<file path="config.mk">
export PLATFORM = sky130hd
export DESIGN_NAME = id_stage
export DESIGN_NICKNAME = d
export VERILOG_FILES = /design/src/rtl/id_stage_pkg.sv /design/src/rtl/id_register_file.sv /design/src/rtl/id_stage.sv
export SDC_FILE = /design/constraint.sdc
export NUM_CORES = 1
export LEC_CHECK = 0
export BUFFER_PORTS_ARGS = -buffer_cell sky130_fd_sc_hd__buf_4
export CAP_MARGIN = 20
export CELL_PAD_IN_SITES_DETAIL_PLACEMENT = 1
export CELL_PAD_IN_SITES_GLOBAL_PLACEMENT = 2
export CORE_MARGIN = 4
export CORE_UTILIZATION = 42
export DETAILED_ROUTE_END_ITERATION = 7
export GPL_TIMING_DRIVEN = 0
export PLACE_DENSITY = 0.79
export SLEW_MARGIN = 20
export SYNTH_ARGS = -nofsm -noshare
export SYNTH_HDL_FRONTEND = slang
export SYNTH_SLANG_ARGS = --single-unit
</file>
<file path="constraint.sdc">
create_clock -name clk -period 2.2 [get_ports clk]
set_clock_uncertainty 0.1 [all_clocks]
set_input_delay 0 -clock clk [delete_from_list [all_inputs] [get_ports clk]]
set_output_delay 0 -clock clk [all_outputs]
set_load 0.01 [all_outputs]
</file>
<file path="src/rtl/id_stage_pkg.sv">
// Shared decode constants for the ID stage: class encodings, ARM data-processing
// opcodes, execute command codes and condition codes, plus the condition evaluator.
package id_stage_pkg;

  // Instruction class fields
  localparam logic [1:0] CLASS_DP     = 2'b00;   // instr[27:26]
  localparam logic [1:0] CLASS_MEM    = 2'b01;   // instr[27:26]
  localparam logic [2:0] CLASS_BRANCH = 3'b101;  // instr[27:25]

  // ARM data-processing opcodes, instr[24:21]
  localparam logic [3:0] OP_AND = 4'b0000;
  localparam logic [3:0] OP_EOR = 4'b0001;
  localparam logic [3:0] OP_SUB = 4'b0010;
  localparam logic [3:0] OP_ADD = 4'b0100;
  localparam logic [3:0] OP_ADC = 4'b0101;
  localparam logic [3:0] OP_SBC = 4'b0110;
  localparam logic [3:0] OP_TST = 4'b1000;
  localparam logic [3:0] OP_CMP = 4'b1010;
  localparam logic [3:0] OP_ORR = 4'b1100;
  localparam logic [3:0] OP_MOV = 4'b1101;
  localparam logic [3:0] OP_MVN = 4'b1111;

  // Execute command codes
  localparam logic [3:0] CMD_MOV = 4'b1101;
  localparam logic [3:0] CMD_MVN = 4'b1111;
  localparam logic [3:0] CMD_ADD = 4'b0100;
  localparam logic [3:0] CMD_ADC = 4'b0110;
  localparam logic [3:0] CMD_SUB = 4'b0010;
  localparam logic [3:0] CMD_SBC = 4'b0011;
  localparam logic [3:0] CMD_AND = 4'b0000;
  localparam logic [3:0] CMD_ORR = 4'b1100;
  localparam logic [3:0] CMD_EOR = 4'b0001;
  localparam logic [3:0] CMD_CMP = 4'b0101;
  localparam logic [3:0] CMD_TST = 4'b1000;
  localparam logic [3:0] CMD_MEM = 4'b0100;
  localparam logic [3:0] CMD_NOP = 4'b0000;

  // Condition codes, instr[31:28]
  typedef enum logic [3:0] {
    CondEq = 4'b0000, CondNe = 4'b0001, CondCs = 4'b0010, CondCc = 4'b0011,
    CondMi = 4'b0100, CondPl = 4'b0101, CondVs = 4'b0110, CondVc = 4'b0111,
    CondHi = 4'b1000, CondLs = 4'b1001, CondGe = 4'b1010, CondLt = 4'b1011,
    CondGt = 4'b1100, CondLe = 4'b1101, CondAl = 4'b1110, CondNv = 4'b1111
  } cond_e;

  // status = {N, Z, C, V}
  function automatic logic cond_pass(input logic [3:0] cond, input logic [3:0] status);
    logic n, z, c, v, pass;
    {n, z, c, v} = status;
    unique case (cond_e'(cond))
      CondEq: pass = z;
      CondNe: pass = ~z;
      CondCs: pass = c;
      CondCc: pass = ~c;
      CondMi: pass = n;
      CondPl: pass = ~n;
      CondVs: pass = v;
      CondVc: pass = ~v;
      CondHi: pass = c & ~z;
      CondLs: pass = ~c | z;
      CondGe: pass = (n == v);
      CondLt: pass = (n != v);
      CondGt: pass = ~z & (n == v);
      CondLe: pass = z | (n != v);
      CondAl: pass = 1'b1;
      default: pass = 1'b0;  // CondNv
    endcase
    return pass;
  endfunction

endpackage

</file>
<file path="src/rtl/id_register_file.sv">
// 15-entry register file (R0-R14) with two read ports and write-through bypass.
// Index 15 is not storage: writes to it are dropped and reads return zero.
module id_register_file #(
  parameter int unsigned DATA_WIDTH = 32
) (
  input  logic                  clk,
  input  logic                  reset,
  input  logic                  we,
  input  logic [3:0]            wr_addr,
  input  logic [DATA_WIDTH-1:0] wr_data,
  input  logic [3:0]            rd_addr_a,
  input  logic [3:0]            rd_addr_b,
  output logic [DATA_WIDTH-1:0] rd_data_a,
  output logic [DATA_WIDTH-1:0] rd_data_b
);

  logic [DATA_WIDTH-1:0] regs [0:14];

  // Storage update; async clear of every register
  always_ff @(posedge clk or negedge reset) begin
    if (!reset) begin
      for (int i = 0; i < 15; i++) regs[i] <= '0;
    end else if (we && wr_addr != 4'd15) begin
      regs[wr_addr] <= wr_data;
    end
  end

  // Read ports: bypass a same-cycle write so decode sees the value being written back
  always_comb begin
    rd_data_a = '0;
    rd_data_b = '0;
    if (rd_addr_a != 4'd15) begin
      rd_data_a = (we && wr_addr == rd_addr_a) ? wr_data : regs[rd_addr_a];
    end
    if (rd_addr_b != 4'd15) begin
      rd_data_b = (we && wr_addr == rd_addr_b) ? wr_data : regs[rd_addr_b];
    end
  end

endmodule

</file>
<file path="src/rtl/id_stage.sv">
// ARM-subset instruction decode stage: decodes class/command, evaluates the
// condition field, reads operands and registers everything into the ID/EX latch.
module id_stage
  import id_stage_pkg::*;
#(
  parameter int unsigned DATA_WIDTH = 32
) (
  input  logic                  clk,
  input  logic                  reset,
  input  logic [DATA_WIDTH-1:0] i_Pc,
  input  logic [31:0]           i_Instruction,
  input  logic [3:0]            i_Status,
  input  logic                  i_Sig_Write_Back,
  input  logic [DATA_WIDTH-1:0] i_Write_Back_Value,
  input  logic [3:0]            i_Write_Back_Destination,
  input  logic                  i_Sig_Hazard,
  output logic [DATA_WIDTH-1:0] o_Pc,
  output logic                  o_Sig_Memory_Read_Enable,
  output logic                  o_Sig_Memory_Write_Enable,
  output logic                  o_Write_Back_Enable,
  output logic                  o_Sig_Branch_Taken,
  output logic                  o_Immediate,
  output logic [3:0]            o_Sigs_Control,
  output logic [DATA_WIDTH-1:0] o_Rm_Value,
  output logic [DATA_WIDTH-1:0] o_Rn_Value,
  output logic [23:0]           o_Signed_Immediate_24,
  output logic [3:0]            o_Destination,
  output logic [11:0]           o_Shift_Operand,
  output logic                  o_Two_Src,
  output logic [3:0]            o_Rn,
  output logic [3:0]            o_Src_2
);

  logic                  is_dp, is_mem, is_branch, is_load, is_store;
  logic [3:0]            opcode;
  logic [3:0]            cmd;
  logic                  wb;
  logic                  active;
  logic                  two_src;
  logic [3:0]            src_2;
  logic [DATA_WIDTH-1:0] rn_value, rm_value;

  assign opcode    = i_Instruction[24:21];
  assign is_dp     = (i_Instruction[27:26] == CLASS_DP);
  assign is_mem    = (i_Instruction[27:26] == CLASS_MEM);
  assign is_branch = (i_Instruction[27:25] == CLASS_BRANCH);
  assign is_load   = is_mem & i_Instruction[20];
  assign is_store  = is_mem & ~i_Instruction[20];

  // A failed condition or a stall turns the instruction into a bubble
  assign active  = cond_pass(i_Instruction[31:28], i_Status) & ~i_Sig_Hazard;
  assign two_src = (is_dp & ~i_Instruction[25]) | is_store;
  // STR carries its store data register in the Rd field
  assign src_2   = is_store ? i_Instruction[15:12] : i_Instruction[3:0];

  id_register_file #(
    .DATA_WIDTH (DATA_WIDTH)
  ) u_register_file (
    .clk       (clk),
    .reset     (reset),
    .we        (i_Sig_Write_Back),
    .wr_addr   (i_Write_Back_Destination),
    .wr_data   (i_Write_Back_Value),
    .rd_addr_a (i_Instruction[19:16]),
    .rd_addr_b (src_2),
    .rd_data_a (rn_value),
    .rd_data_b (rm_value)
  );

  // Command code and write-back decode; unsupported opcodes decode as a no-op
  always_comb begin
    cmd = CMD_NOP;
    wb  = 1'b0;
    if (is_dp) begin
      case (opcode)
        OP_MOV:  begin cmd = CMD_MOV; wb = 1'b1; end
        OP_MVN:  begin cmd = CMD_MVN; wb = 1'b1; end
        OP_ADD:  begin cmd = CMD_ADD; wb = 1'b1; end
        OP_ADC:  begin cmd = CMD_ADC; wb = 1'b1; end
        OP_SUB:  begin cmd = CMD_SUB; wb = 1'b1; end
        OP_SBC:  begin cmd = CMD_SBC; wb = 1'b1; end
        OP_AND:  begin cmd = CMD_AND; wb = 1'b1; end
        OP_ORR:  begin cmd = CMD_ORR; wb = 1'b1; end
        OP_EOR:  begin cmd = CMD_EOR; wb = 1'b1; end
        OP_CMP:  cmd = CMD_CMP;
        OP_TST:  cmd = CMD_TST;
        default: cmd = CMD_NOP;
      endcase
    end else if (is_mem) begin
      cmd = CMD_MEM;
      wb  = is_load;
    end
  end

  // ID/EX pipeline register
  always_ff @(posedge clk or negedge reset) begin
    if (!reset) begin
      o_Pc                      <= '0;
      o_Sig_Memory_Read_Enable  <= 1'b0;
      o_Sig_Memory_Write_Enable <= 1'b0;
      o_Write_Back_Enable       <= 1'b0;
      o_Sig_Branch_Taken        <= 1'b0;
      o_Immediate               <= 1'b0;
      o_Sigs_Control            <= '0;
      o_Rm_Value                <= '0;
      o_Rn_Value                <= '0;
      o_Signed_Immediate_24     <= '0;
      o_Destination             <= '0;
      o_Shift_Operand           <= '0;
      o_Two_Src                 <= 1'b0;
      o_Rn                      <= '0;
      o_Src_2                   <= '0;
    end else begin
      o_Pc                      <= i_Pc;
      o_Sig_Memory_Read_Enable  <= active & is_load;
      o_Sig_Memory_Write_Enable <= active & is_store;
      o_Write_Back_Enable       <= active & wb;
      o_Sig_Branch_Taken        <= active & is_branch;
      o_Immediate               <= i_Instruction[25];
      o_Sigs_Control            <= active ? cmd : CMD_NOP;
      o_Rm_Value                <= rm_value;
      o_Rn_Value                <= rn_value;
      o_Signed_Immediate_24     <= i_Instruction[23:0];
      o_Destination             <= i_Instruction[15:12];
      o_Shift_Operand           <= i_Instruction[11:0];
      o_Two_Src                 <= two_src;
      o_Rn                      <= i_Instruction[19:16];
      o_Src_2                   <= src_2;
    end
  end

endmodule

</file>
==> results.txt <==
Gr ovfl total - 0
Max Freq - 439.2 MHz
Area leader, netlist - dfrtp_1
Worst-Skew Late Latency - 0.63 ns
Area Growth Syn to Fin - 24.85%
Syn Area/Cell - 13.26 um2
Post-DP HPWL - 78440 um
CP Launch Type - input pin
Routed Antenna Nets - 0
Endpoints failing setup - 4
Final Instance Area - 0.03842 mm2
CP arrival - 2.63 ns
Clock sinks - 614
Int Pwr - 25.55 mW
DIE WIDTH - 278.7 um
Switching pwr - 10.71 mW
Placement Cell Area - 0.03415 mm2
Wire per inst - 32.42 um
Library cells used by synthesis - 55
Via density - 6.161
Worst setup margin - -0.07694 ns
Max-cap violations - 0
CTS tree - built
Tmin final - 2.277 ns
Sum Neg Setup Slack - -0.1737 ns
Core Region - 0.07210 mm2
Largest cells by area after synthesis - dfrtp_1 (50%), mux2_2 (19%), mux4_2 (9.4%)
Sequential fraction of the synthesis area - 0.4993
Sw Share - 0.2953
Worst-margin pin slew - 1.237 ns
I/O pin count - 262
Vias in the first global route - 25640
Die Y - 278.7 um
Top FF cell, synth - dfrtp_1
Post-synth EDFFs - 0
Final Max Slew Viols - 0
Die Area - 0.07767 mm2
Tcrit/Tclk final - 1.035
Filler-free cell count of the finished design - 3833
Mapped cell area - 0.03077 mm2
FFs w/ async S/R, synth - 1.000
Clk pwr share - 0.340
Routability cong. - 0.9012
Largest net degree at the start of global routing - 100
Cell family with most CP delay - buffers and inverters
Power Density - 943.8 mW/mm2
Most common cell after layout, fill and taps aside - dfrtp_1
Total GRT Usage - 0.3157
Starting Density - 0.4268
Worst path buffer plus inverter count - 5
Gate Count Post-Synth - 2320
Cells after DPL - 3535
# rows - 98
Register bit total from synthesis - 614
Worst path cell trace - buf_4 > buf_2 > buf_1 > and4_1 > clkbuf_1 > clkbuf_4 > nor2_1
CP Class - in -> reg
Status - finished with violations
Lkg Pwr - 16.77 nW
Area fraction of the dominant cell type after synthesis - 0.4993
H-tree depth - 3
Via count - 23620
Hold WC Path Type - in -> reg
Drt pass-1 iters - 6
Post-Syn Nets - 2428
Antenna violations before repair - 5
Required @ worst endpoint - 2.56 ns
Most frequent cells in the layout - dfrtp_1 (614), mux2_2 (512), buf_4 (293)
Hold Vio Cnt, Final - 0
Layout net count - 2931
Clock transition at path regs - 0.06 ns
R2r setup slk - 0.22 ns
Drc violations - 0
First-pass GRT wire length - 179800 um
Critical path peak fanout - 10
Overall routed net length - 124300 um
I/O Buffers - 257
Failing checks - setup timing
Yosys warning total - 0
Share of cells above drive strength 1 - 0.4089
Sequential share of power - 0.430
Tot Pwr - 36.26 mW
Slowest stage cell, crit path - buf_1
Comb pwr share - 0.230
TritonCTS Buffers - 73
Peak VDD IR - 605.5 uV
Root Buffer - clkbuf_16
CTS Buffer Depth - 3
Worst hold margin - 0.001210 ns
CP peak stage delay - 0.74 ns
DR iter-0 viols - 2304
RSZ-0062 raised after global routing - yes
Max_slew headroom - 0.1753
CP endpoint kind - register
sequential cells by signal, indices dropped and copies added (netlist names), 4 cells and up:
register               count
o_Pc                      32
o_Rm_Value                32
o_Rn_Value                32
o_Shift_Operand           11
o_Signed_Immediate_24      7
o_Sigs_Control             4
o_Src_2                    4
u_register_file.regs     480
power groups by stage:
stage	registers, mW	clock network [mW]	logic [mW]
floorplan	15.2	0	5.07
global placement	15.5	0	7.68
detailed placement	15.7	0	7.97
CTS	15.5	12.5	8.27
global route	15.8	13.1	8.93
finish	15.6	12.3	8.35
timing repair:
action                     CTS  global route
gates cloned                 0             1
hold buffers               159             1
setup endpoints to repair   61           136
pin swaps                    0             1
setup buffers                0             2
gates resized for setup     54            41
hold endpoints to repair   830             1
final timing paths:
kind                                              from                        end  depth (start not counted)
setup / recovery                     i_Instruction[16]             o_Rn_Value[20]                          7
hold / removal             i_Write_Back_Destination[2]             o_Rm_Value[30]                          5
setup reg to reg             u_register_file.regs[350]             o_Rm_Value[30]                          6
hold reg to reg              u_register_file.regs[140]  u_register_file.regs[140]                          1
max in group asynchronous                        reset             o_Rm_Value[15]                          5
min in group asynchronous                        reset                   o_Pc[23]                          3
metal layers:
layer	vias up	GRT usage	wire length [um]
met2	1165	0.5274	60390
met1	12520	0.3939	47420
met5	-	0	13
li1	9588	-	-
met4	2	0.1518	6795
met3	346	0.06505	9640
worst min-delay path, stage by stage:
cell and delay, ns:
buf_4 0.13, inv_1 0.11, o221ai_1 0.14, nand4_2 0.15
a211oi_1 0.13
final cells by class:
type / count / area (um2)
multi-input combinational: 1468 / 14350
clock inverter: 29 / 299.0
buffer: 230 / 1250
timing repair buffer: 428 / 3797
fill: 7185 / 33680
clock buffer: 104 / 2135
inverter: 8 / 32.53
antenna: 2 / 5.005
tap: 950 / 1189
sequential: 614 / 15360
per-stage QoR:
step | setup WS, ns | util
floorplan | 0.001853 | -
CTS | 0.001359 | 0.5308
detailed placement | -1.362 | 0.4736
global route | -0.005858 | 0.5329
finish | -0.07694 | 0.5329
global placement | -5.697 | 0.4702
logic make-up (layout without fill, tap and decap cells):
kind of cell              Yosys count  in the layout  synth area share
other                               0              2                 0
AOI/OAI and AO/OA                 232            232           0.05725
and+or+nand+nor                   391            391           0.05692
muxes                             838            838            0.3475
buffers and inverters             238            799           0.03704
xor gates and xnor gates            7              7          0.001992
DFF                               614            614            0.4993
cells in the mapped netlist (all sizes together), types with 33 or more instances:
cell type  number
nand2         231
mux4          128
mux2          543
and3           65
mux2i         167
a211oi         38
buf            95
nor2           51
o21ai          67
a32o           62
clkbuf        135
a221oi         33
dfrtp         614
No activity file was read; power rests on OpenSTA's default activity.
